File: src/rtl/ex_mem_stage.sv
// ex_mem_stage
// EX/MEM pipeline register for the 64-bit LEGv8 pipeline.
// Registers the ALU result, store data, branch target and control bits into
// MEM, resolves B / CBZ / CBNZ / B.cond into a registered branch decision, and
// owns the architectural NZCV flag register written by ADDS/SUBS/ANDS.
//
// Ports:
//   clk, rst            clock, synchronous active-high reset
//   stall               MEM busy: every register (NZCV included) holds
//   flush               squash the EX instruction; a bubble enters MEM
//   ex_valid            EX holds a real instruction
//   ex_alu_out          ALU result
//   ex_zero/negative/overflow/carry   ALU flags
//   ex_set_flags        instruction writes NZCV
//   ex_is_b/cbz/cbnz/bcond            branch type (at most one set)
//   ex_cond             B.cond condition code
//   ex_branch_target    computed branch target
//   ex_store_data       Rt value for STUR
//   ex_rd, ex_reg_write, ex_mem_read, ex_mem_write   destination / control
//   mem_*               registered copies presented to MEM
//   mem_branch_taken    registered branch decision
//   flags_nzcv          architectural flags {N,Z,C,V}
module ex_mem_stage #(
  parameter int WORD = 64
) (
  input  logic            clk,
  input  logic            rst,
  input  logic            stall,
  input  logic            flush,
  input  logic            ex_valid,
  input  logic [WORD-1:0] ex_alu_out,
  input  logic            ex_zero,
  input  logic            ex_negative,
  input  logic            ex_overflow,
  input  logic            ex_carry,
  input  logic            ex_set_flags,
  input  logic            ex_is_b,
  input  logic            ex_is_cbz,
  input  logic            ex_is_cbnz,
  input  logic            ex_is_bcond,
  input  logic [3:0]      ex_cond,
  input  logic [WORD-1:0] ex_branch_target,
  input  logic [WORD-1:0] ex_store_data,
  input  logic [4:0]      ex_rd,
  input  logic            ex_reg_write,
  input  logic            ex_mem_read,
  input  logic            ex_mem_write,
  output logic            mem_valid,
  output logic [WORD-1:0] mem_alu_out,
  output logic [WORD-1:0] mem_store_data,
  output logic [WORD-1:0] mem_branch_target,
  output logic [4:0]      mem_rd,
  output logic            mem_reg_write,
  output logic            mem_mem_read,
  output logic            mem_mem_write,
  output logic            mem_branch_taken,
  output logic [3:0]      flags_nzcv
);

  logic advance;
  logic bubble;
  logic cond_pass;
  logic taken_next;
  logic flag_n, flag_z, flag_c, flag_v;

  // Stall wins over flush: a flush seen during a stall is simply ignored,
  // the controller keeps it asserted until the pipeline can move.
  assign advance = ~stall & ~flush & ex_valid;
  assign bubble  = ~stall & (flush | ~ex_valid);

  assign {flag_n, flag_z, flag_c, flag_v} = flags_nzcv;

  // B.cond is judged against the committed flags of older instructions. A
  // setter immediately ahead has already written NZCV on the edge it left EX,
  // so no forwarding is required.
  always_comb begin
    cond_pass = 1'b0;
    case (ex_cond)
      4'd0:    cond_pass = flag_z;
      4'd1:    cond_pass = ~flag_z;
      4'd2:    cond_pass = flag_c;
      4'd3:    cond_pass = ~flag_c;
      4'd4:    cond_pass = flag_n;
      4'd5:    cond_pass = ~flag_n;
      4'd6:    cond_pass = flag_v;
      4'd7:    cond_pass = ~flag_v;
      4'd8:    cond_pass = flag_c & ~flag_z;
      4'd9:    cond_pass = ~(flag_c & ~flag_z);
      4'd10:   cond_pass = (flag_n == flag_v);
      4'd11:   cond_pass = (flag_n != flag_v);
      4'd12:   cond_pass = ~flag_z & (flag_n == flag_v);
      4'd13:   cond_pass = ~(~flag_z & (flag_n == flag_v));
      default: cond_pass = 1'b1;
    endcase
  end

  assign taken_next = ex_is_b
                    | (ex_is_cbz   &  ex_zero)
                    | (ex_is_cbnz  & ~ex_zero)
                    | (ex_is_bcond &  cond_pass);

  // Pipeline register. A bubble only clears the control bits; the data
  // fields are meaningless while mem_valid is low and are left alone.
  always_ff @(posedge clk) begin
    if (rst) begin
      mem_valid         <= 1'b0;
      mem_alu_out       <= '0;
      mem_store_data    <= '0;
      mem_branch_target <= '0;
      mem_rd            <= '0;
      mem_reg_write     <= 1'b0;
      mem_mem_read      <= 1'b0;
      mem_mem_write     <= 1'b0;
      mem_branch_taken  <= 1'b0;
    end else if (advance) begin
      mem_valid         <= 1'b1;
      mem_alu_out       <= ex_alu_out;
      mem_store_data    <= ex_store_data;
      mem_branch_target <= ex_branch_target;
      mem_rd            <= ex_rd;
      mem_reg_write     <= ex_reg_write;
      mem_mem_read      <= ex_mem_read;
      mem_mem_write     <= ex_mem_write;
      mem_branch_taken  <= taken_next;
    end else if (bubble) begin
      mem_valid         <= 1'b0;
      mem_reg_write     <= 1'b0;
      mem_mem_read      <= 1'b0;
      mem_mem_write     <= 1'b0;
      mem_branch_taken  <= 1'b0;
    end
  end

  // NZCV only changes when a flag-setting instruction actually leaves EX,
  // so flushed or stalled setters never disturb it.
  always_ff @(posedge clk) begin
    if (rst) begin
      flags_nzcv <= 4'b0000;
    end else if (advance && ex_set_flags) begin
      flags_nzcv <= {ex_negative, ex_zero, ex_carry, ex_overflow};
    end
  end

endmodule

File: config.mk
export PLATFORM = sky130hd
export DESIGN_NAME = ex_mem_stage
export DESIGN_NICKNAME = d
export VERILOG_FILES = /design/src/rtl/ex_mem_stage.sv
export SDC_FILE = /design/constraint.sdc
export NUM_CORES = 1
export LEC_CHECK = 0
export CORE_AREA = 10 10 159 161
export CTS_CLUSTER_SIZE = 20
export DETAILED_ROUTE_END_ITERATION = 8
export DIE_AREA = 0 0 169 171
export GPL_ROUTABILITY_DRIVEN = 0
export GPL_TIMING_DRIVEN = 0
export PLACE_DENSITY = 0.73
export SYNTH_ARGS = -nofsm -noshare
export SYNTH_HDL_FRONTEND = slang
export SYNTH_SLANG_ARGS = --single-unit
export TNS_END_PERCENT = 100
File: constraint.sdc
create_clock -name clk -period 2.65 [get_ports clk]
set_input_delay 0.53 -clock clk [delete_from_list [all_inputs] [get_ports clk]]
set_output_delay 0.53 -clock clk [all_outputs]
set_load 0.01 [all_outputs]
==> reports/results.md, run 1 <==
| Step | Item | Value |
|---|---|---|
| die | Die Area | 28900 um2 |
| clock tree | Insertion delay to the later sink of the worst-skew pair | 500 ps |
| critical path | Nature of the critical path endpoint | primary output |
| die | Y dimension of the die | 171 um |
| critical path | Worst Path Arrival | 1510 ps |
| yosys | Multiplexer share of the synthesized area | 0.431% |
| grt | Initial antenna violation count | 0 |
| drt | Total Wirelength | 30.5 mm |
| final layout | Post-route standard cell area excluding fillers | 12500 um2 |
| clock tree | Buffer type at the clock tree root | clkbuf_16 |
| sta | Worst Hold Margin | 452 ps |
| yosys | Syn. warnings | 0 |
| hold path | Worst min-delay path startpoint | mem_alu_out[9] |
| clock tree | Clock Pin Slew Worst Setup and Hold Paths | 60 ps |
| yosys | Most area-consuming cells after synthesis | dfxtp_1 57%, nand2_1 21%, a21oi_1 14% |
| sta | Unrepaired setup endpoints after global routing | false |
| drt | Detailed-router iteration count before antenna repair | 4 |
| clock tree | Hold Buf Count CTS | 0 |
| critical path | Number of logic stages on the critical path including buffering | 1 |
| clock tree | Total number of clock tree sinks | 206 |
| clock tree | Count of cells resized by post-cts repair | 0 |
| placement | Post-detail-place hpwl | 24.1 mm |
| power | Leakage power | 0.00442 uW |
| drt | Average wire per standard cell | 18.4 um |
| critical path | Count of buffer and inverter cells on the critical path | 1 |
| sta | Slew at the pin closest to its max-slew limit | 653 ps |
| yosys | Simple-gate share of the synthesized area | 22.3% |
| yosys | Area share of the largest cell type after synthesis | 56.9% |
| final layout | Final cell utilization of the core | 56.4% |
| critical path | Cell-by-cell trace of the critical path | clkdlybuf4s50_1 |
| power | Power, Total | 7190 uW |
| sta | Max-Slew Margin vs Limit | 56.4% |
| hold path | Worst Hold Endpoint | mem_alu_out[9] |
| yosys | Netlist Area Pre-Place | 7250 um2 |
| sta | Setup violations, final | 0 |
| grt | Global-route wire length before repair | 44.9 mm |
| sta | Final number of hold-violating endpoints | 0 |
| critical path | Start point of the critical path | flags_nzcv[1] |
| sta | Achievable frequency | 490 MHz |
| drt | Total number of vias | 7688 |
| final layout | Share of cells above drive strength 1 | 5.90% |
| power | Power Dens Cells | 574 nW/um2 |
| yosys | Area share of fa/ha/maj cells after synthesis | 0% |
| clock tree | CTS tree | built |
| yosys | Syn Inst Count | 913 |
| yosys | Average instance area after synthesis | 7.94 um2 |
| critical path | Largest fanout on the critical path | 4 |
| grt | Pin count of the biggest net entering global routing | 13 |
| sta | Fin Clk Skew | 1.89 ps |
| yosys | Syn Nets | 1131 |
| sta | Share of the clock period used by the worst path | 77.0% |
| yosys | Flip-flop and latch count after synthesis | 206 |
| sta | Period minus WS final | 2040 ps |
| run status | Status | completed |
| sta | Max Transition Viols Final | 0 |
| hold path | Worst hold path depth | 2 |
| drt | Detail Route Antenna Nets | 0 |
| clock tree | TritonCTS buffer count | 23 |
| drt | Post-route DRC violation count | 0 |
| yosys | Sequential cell area fraction in the yosys report | 56.9% |
| critical path | Crit path max-delay family | buffers and inverters |
| yosys | Largest family of logic cells by synthesized area | simple AND/OR/NAND/NOR gates |
| placement | Standard cell area after detailed placement | 11800 um2 |
| critical path | Start of the worst register-to-register path | flags_nzcv[0] |
| hold path | Path category of the worst min-delay check | flop to flop |
| clock tree | H-Tree Level Count | 1 |
| die | Chip width | 169 um |
| die | I/O Pins | 424 |
| critical path | Count of cells along the worst register-to-register path | 4 |
| final layout | Synthesis-to-finish area growth | 72.9% |
| drt | Number of vias per cell | 4.64 |
| critical path | Critical Path Slowest Stage Cell | clkdlybuf4s50_1 |
| grt | Number of global-route vias before repair | 7728 |
| yosys | Synth cell types | 27 |
| critical path | CP peak stage delay | 640 ps |
| yosys | Post-synthesis compound-gate area fraction | 14.7% |
| grt | Total overflow reported by the global router | 0 |
| critical path | Critical path class | flop to primary output |
| yosys | Library cell occupying the most area in the post-synthesis netlist | dfxtp_1 |
| clock tree | Longest Clk Path Bufs | 3 |
| critical path | Required time of the worst setup path | 2120 ps |
| clock tree | Setup bufs post-CTS | 0 |
| critical path | CP Launch Type | flop |
| die | Core Area | 22200 um2 |
| final layout | Ant diodes | 0 |
| final layout | Final Net Count | 1578 |
| critical path | Reg-to-reg setup timing slack | 1430 ps |
| grt | Aggregate global-route resource usage | 19.6% |
| die | Starting utilization of the core area | 32.6% |
| job | Maximum capacitance violations | 0 |
| placement | Buffers added on ports | 422 |
| yosys | Xor/xnor cell area share of the yosys netlist | 0.604% |
| power | Highest ir drop seen on vdd | 419 uV |
| critical path | R2R Path End | mem_branch_taken |
| drt | Drt initial violations | 387 |
| die | Row cnt | 55 |
| sta | Accumulated negative setup slack | 0 ps |
==> stage by stage <==
step	setup slack (ps)	instances
floorplan	1230	913
global placement	335	1620
detailed placement	311	1620
CTS	565	1658
global route	554	1658
finish	610	1658
==> flip-flops by register name, indices dropped and copies added (netlist names) <==
name	cells
flags_nzcv	4
mem_alu_out	64
mem_branch_taken	1
mem_branch_target	64
mem_mem_read	1
mem_mem_write	1
mem_rd	5
mem_reg_write	1
mem_store_data	64
mem_valid	1
==> layout by cell type, fill, tap and decap left out, types with 4 or more instances in the layout <==
| cell type | netlist | layout |
|---|---|---|
| buf_6 | 4 | 4 |
| nand3_1 | 5 | 5 |
| a21oi_1 | 204 | 204 |
| buf_2 | 31 | 31 |
| nand2_1 | 401 | 401 |
| clkinv_2 | 0 | 4 |
| clkbuf_8 | 0 | 4 |
| buf_4 | 9 | 9 |
| clkbuf_16 | 0 | 23 |
| clkbuf_1 | 22 | 27 |
| xnor2_1 | 5 | 5 |
| clkdlybuf4s50_1 | 0 | 422 |
| nor2_1 | 5 | 5 |
| dfxtp_1 | 206 | 206 |
==> kinds of logic (layout without fill, tap and decap cells) <==
group | after synthesis | in the layout
simple gates | 419 | 419
mux | 3 | 3
buf+inv | 69 | 529
compound gates | 211 | 211
flops | 206 | 206
xor+xnor | 5 | 5
==> Yosys cell counts, drive strengths merged <==
cell and n:
nor3b 1, xnor2 5, a21oi 204, mux2i 2, buf 44, o21ai 2, nor4b 1, mux2 1
nor4bb 1, nand2 402, clkbuf 23, nand2b 1, o311ai 1, nand3b 1, nor2b 1, inv 2
nor2 5, a22oi 3, nand3 5, a31oi 1, dfxtp 206, and4b 1
==> layer usage <==
| layer | global-route usage (%) | part of all wire, % | vias to the layer above |
|---|---|---|---|
| met5 | 0 | 0 | - |
| met4 | 6.42 | 2.6 | 0 |
| met3 | 9.11 | 12 | 42 |
| met2 | 35.0 | 49 | 335 |
| met1 | 19.8 | 36 | 3480 |
| li1 | - | - | 3831 |
==> where the power goes <==
part           internal [uW]  switching, uW  leakage (uW)
registers               3200           51.4       0.00167
clock network           1790           1230      0.000348
logic                    542            380       0.00240
total                   5530           1660       0.00442
==> worst register-to-register path, stage by stage (launching register included) <==
cell      delay (ps)
dfxtp_1          350
xnor2_1          270
a21oi_1          110
nor4bb_1         280
o21ai_1          100
==> layout make-up <==
class / count / area [um2]
plain buffers: 67 / 358
clock buffers: 32 / 649
clock inverters: 6 / 57.6
fillers: 2058 / 9690
inverters: 2 / 7.51
multi-input cells: 638 / 2760
flip-flops and latches: 206 / 4120
well taps: 285 / 357
repair buffers: 422 / 4220
==> how the worst max path moves through the flow <==
stage / endpoint / slack, ps
final: flags_nzcv[1] / 610
after global routing: flags_nzcv[0] / 550
after CTS: flags_nzcv[1] / 560
after detailed placement: mem_branch_target[24] / 310
after global placement: mem_branch_target[24] / 340
after floorplan: mem_alu_out[0] / 1230
(Power assumes the default switching activity.)
==> run 2, diff against run 1 <==
--- a/config.mk
+++ b/config.mk
@@ -5,13 +5,13 @@
 export SDC_FILE = /design/constraint.sdc
 export NUM_CORES = 1
 export LEC_CHECK = 0
-export CORE_AREA = 10 10 159 161
+export CORE_AREA = 10 10 158 160
 export CTS_CLUSTER_SIZE = 20
 export DETAILED_ROUTE_END_ITERATION = 8
-export DIE_AREA = 0 0 169 171
+export DIE_AREA = 0 0 168 170
 export GPL_ROUTABILITY_DRIVEN = 0
 export GPL_TIMING_DRIVEN = 0
-export PLACE_DENSITY = 0.73
+export PLACE_DENSITY = 0.74
 export SYNTH_ARGS = -nofsm -noshare
 export SYNTH_HDL_FRONTEND = slang
 export SYNTH_SLANG_ARGS = --single-unit
==> constraint.sdc (replaced) <==
create_clock -name clk -period 1.95 [get_ports clk]
set_input_delay 0.39 -clock clk [delete_from_list [all_inputs] [get_ports clk]]
set_output_delay 0.39 -clock clk [all_outputs]
set_load 0.01 [all_outputs]
==> reports/results.md, run 2 (same netlist as run 1, synthesis figures left out) <==
| Step | Item | Value | Delta |
|---|---|---|---|
| critical path | Reg-to-reg setup timing slack | 750 ps | was 1430 ps |
| final layout | Synthesis-to-finish area growth | 73.3% | was 72.9% |
| die | Chip width | 168 um | was 169 um |
| placement | Buffers added on ports | 422 | unchanged |
| critical path | Critical path class | flop to primary output | unchanged |
| final layout | Share of cells above drive strength 1 | 6.25% | was 5.90% |
| sta | Setup violations, final | 0 | unchanged |
| drt | Total Wirelength | 30.4 mm | was 30.5 mm |
| die | Starting utilization of the core area | 33.4% | was 32.6% |
| critical path | Worst Path Arrival | 1490 ps | was 1510 ps |
| clock tree | Setup bufs post-CTS | 0 | unchanged |
| clock tree | Buffer type at the clock tree root | clkbuf_16 | unchanged |
| sta | Accumulated negative setup slack | 0 ps | unchanged |
| critical path | Cell-by-cell trace of the critical path | clkdlybuf4s50_1 | unchanged |
| final layout | Number of filler instances in the final layout | 1926 | was 2058 |
| sta | Fin Clk Skew | 10.2 ps | was 1.89 ps |
| placement | Post-detail-place hpwl | 24.0 mm | was 24.1 mm |
| grt | Initial antenna violation count | 3 | was 0 |
| drt | Post-route DRC violation count | 0 | unchanged |
| power | Internal power | 7600 uW | was 5530 uW |
| die | Row cnt | 54 | was 55 |
| final layout | Top library cells by usage in the layout, fill and taps aside | 422 x clkdlybuf4s50_1, 401 x nand2_1, 206 x dfxtp_1 | unchanged |
| power | Power, Total | 9870 uW | was 7190 uW |
| grt | Aggregate global-route resource usage | 19.7% | was 19.6% |
| grt | Number of global-route vias before repair | 7745 | was 7728 |
| grt | Global-route wire length before repair | 45.0 mm | was 44.9 mm |
| clock tree | Clock Pin Slew Worst Setup and Hold Paths | 60 ps | about the same |
| die | Y dimension of the die | 170 um | was 171 um |
| job | Maximum capacitance violations | 0 | unchanged |
| drt | Number of vias per cell | 4.67 | was 4.64 |
| critical path | Count of buffer and inverter cells on the critical path | 1 | unchanged |
| hold path | Path category of the worst min-delay check | primary input to flop | was flop to flop |
| critical path | CP Launch Type | flop | unchanged |
| die | Core Area | 21700 um2 | was 22200 um2 |
| power | Highest ir drop seen on vdd | 510 uV | was 419 uV |
| power | Share of power burned in combinational logic | 12.7% | was 12.8% |
| run status | Status | completed | unchanged |
| power | Power Dens Cells | 785 nW/um2 | was 574 nW/um2 |
| drt | Drt initial violations | 366 | was 387 |
| drt | Average wire per standard cell | 18.4 um | about the same |
| grt | Pin count of the biggest net entering global routing | 14 | was 13 |
| drt | Total number of vias | 7731 | was 7688 |
| critical path | Critical Path Slowest Stage Cell | clkdlybuf4s50_1 | unchanged |
| clock tree | Longest Clk Path Bufs | 3 | unchanged |
| drt | Detail Route Antenna Nets | 0 | unchanged |
| sta | Max Transition Viols Final | 0 | unchanged |
| power | P_sw | 2270 uW | was 1660 uW |
| power | Fraction of power consumed by sequential logic | 44.8% | was 45.2% |
| power | Switching power share of the total | 23.0% | about the same |
| clock tree | Count of cells resized by post-cts repair | 0 | unchanged |
| power | Leakage power | 0.00445 uW | was 0.00442 uW |
| sta | Share of the clock period used by the worst path | 96.6% |  |
| sta | Worst Hold Margin | 354 ps | was 452 ps |
| critical path | Nature of the critical path endpoint | primary output | unchanged |
| sta | Final number of hold-violating endpoints | 0 | unchanged |
| clock tree | Insertion delay to the later sink of the worst-skew pair | 490 ps | was 500 ps |
| sta | Period minus WS final | 1880 ps |  |
| final layout | Registers with the highest flip-flop counts | mem_alu_out x64, mem_branch_target x64, mem_store_data x64 | unchanged |
| drt | Detailed-router iteration count before antenna repair | 5 | was 4 |
| sta | Slew at the pin closest to its max-slew limit | 626 ps | was 653 ps |
| critical path | Crit path max-delay family | buffers and inverters | unchanged |
| clock tree | TritonCTS buffer count | 23 | unchanged |
| die | Die Area | 28600 um2 | was 28900 um2 |
| sta | Max-Slew Margin vs Limit | 58.3% | was 56.4% |
| critical path | CP peak stage delay | 630 ps | was 640 ps |
| grt | Total overflow reported by the global router | 0 | unchanged |
| die | I/O Pins | 424 | unchanged |
| power | Portion of total power attributed to the clock network | 42.6% | was 42.0% |
| final layout | Most common library cell in the layout ignoring fill and taps | clkdlybuf4s50_1 | unchanged |
| clock tree | CTS tree | built | unchanged |
| clock tree | H-Tree Level Count | 1 | unchanged |
| sta | Achievable frequency | 531 MHz |  |
| clock tree | Total number of clock tree sinks | 206 | unchanged |
| sta | Unrepaired setup endpoints after global routing | false | unchanged |
| critical path | Required time of the worst setup path | 1560 ps | was 2120 ps |
| final layout | Final Net Count | 1578 | unchanged |
| clock tree | Hold Buf Count CTS | 0 | unchanged |
| critical path | Largest fanout on the critical path | 4 | unchanged |
==> run 2: changes by cell type in the layout (fill, tap and decap cells not counted), sizes merged <==
cell	before	now
clkbuf	55	54
clkinv	4	7
diode	0	1
==> run 2: final cells by class <==
class / count / area [um2] / area share [%]
Antenna cell: 1 / 2.50 / 0.0199
Buffer: 67 / 358 / 2.85
Clock buffer: 31 / 666 / 5.30
Clock inverter: 9 / 72.6 / 0.578
Inverter: 2 / 7.51 / 0.0597
Multi-Input combinational cell: 638 / 2760 / 22.0
Sequential cell: 206 / 4120 / 32.8
Tap cell: 280 / 350 / 2.79
Timing Repair Buffer: 422 / 4220 / 33.6
==> run 2: path summary, 6_finish.rpt <==
check,startpoint,end,cells after the start
worst max-delay path,flags_nzcv[1],flags_nzcv[1],1
worst min-delay path,rst,mem_branch_taken,4
worst max register to register,flags_nzcv[3],mem_branch_taken,4
worst min register to register,mem_alu_out[38],mem_alu_out[38],2
==> run 2: per-stage QoR <==
| step | setup WS (ps) | utilization (%) | std cells | cell area, um2 |
|---|---|---|---|---|
| after floorplan | 666 | - | 913 | 7250 |
| after global placement | -271 | 54.5 | 1615 | 11800 |
| after CTS | 19.2 | 57.9 | 1655 | 12600 |
| final | 66.3 | 57.9 | 1656 | 12600 |
| after detailed placement | -310 | 54.5 | 1615 | 11800 |
| after global routing | 2.63 | 57.9 | 1656 | 12600 |
==> run 2: metal layers <==
layer | global-route usage, % | share of wire, % | up-vias
met5 | 0 | 0.089 | -
met4 | 5.03 | 1.9 | 4
met3 | 8.22 | 11 | 42
met2 | 35.3 | 49 | 326
met1 | 20.9 | 37 | 3526
li1 | - | - | 3833
==> run 2: power groups by stage <==
| stage | Combinational [uW] | Clock [uW] | Sequential, uW |
|---|---|---|---|
| 3_5_place_dp | 1250 | 0 | 4510 |
| 6_report | 1250 | 4200 | 4420 |
| 3_3_place_gp | 1250 | 0 | 4500 |
| 5_1_grt | 1350 | 4490 | 4430 |
| 2_1_floorplan | 327 | 0 | 4570 |
| 4_1_cts | 1260 | 4300 | 4420 |
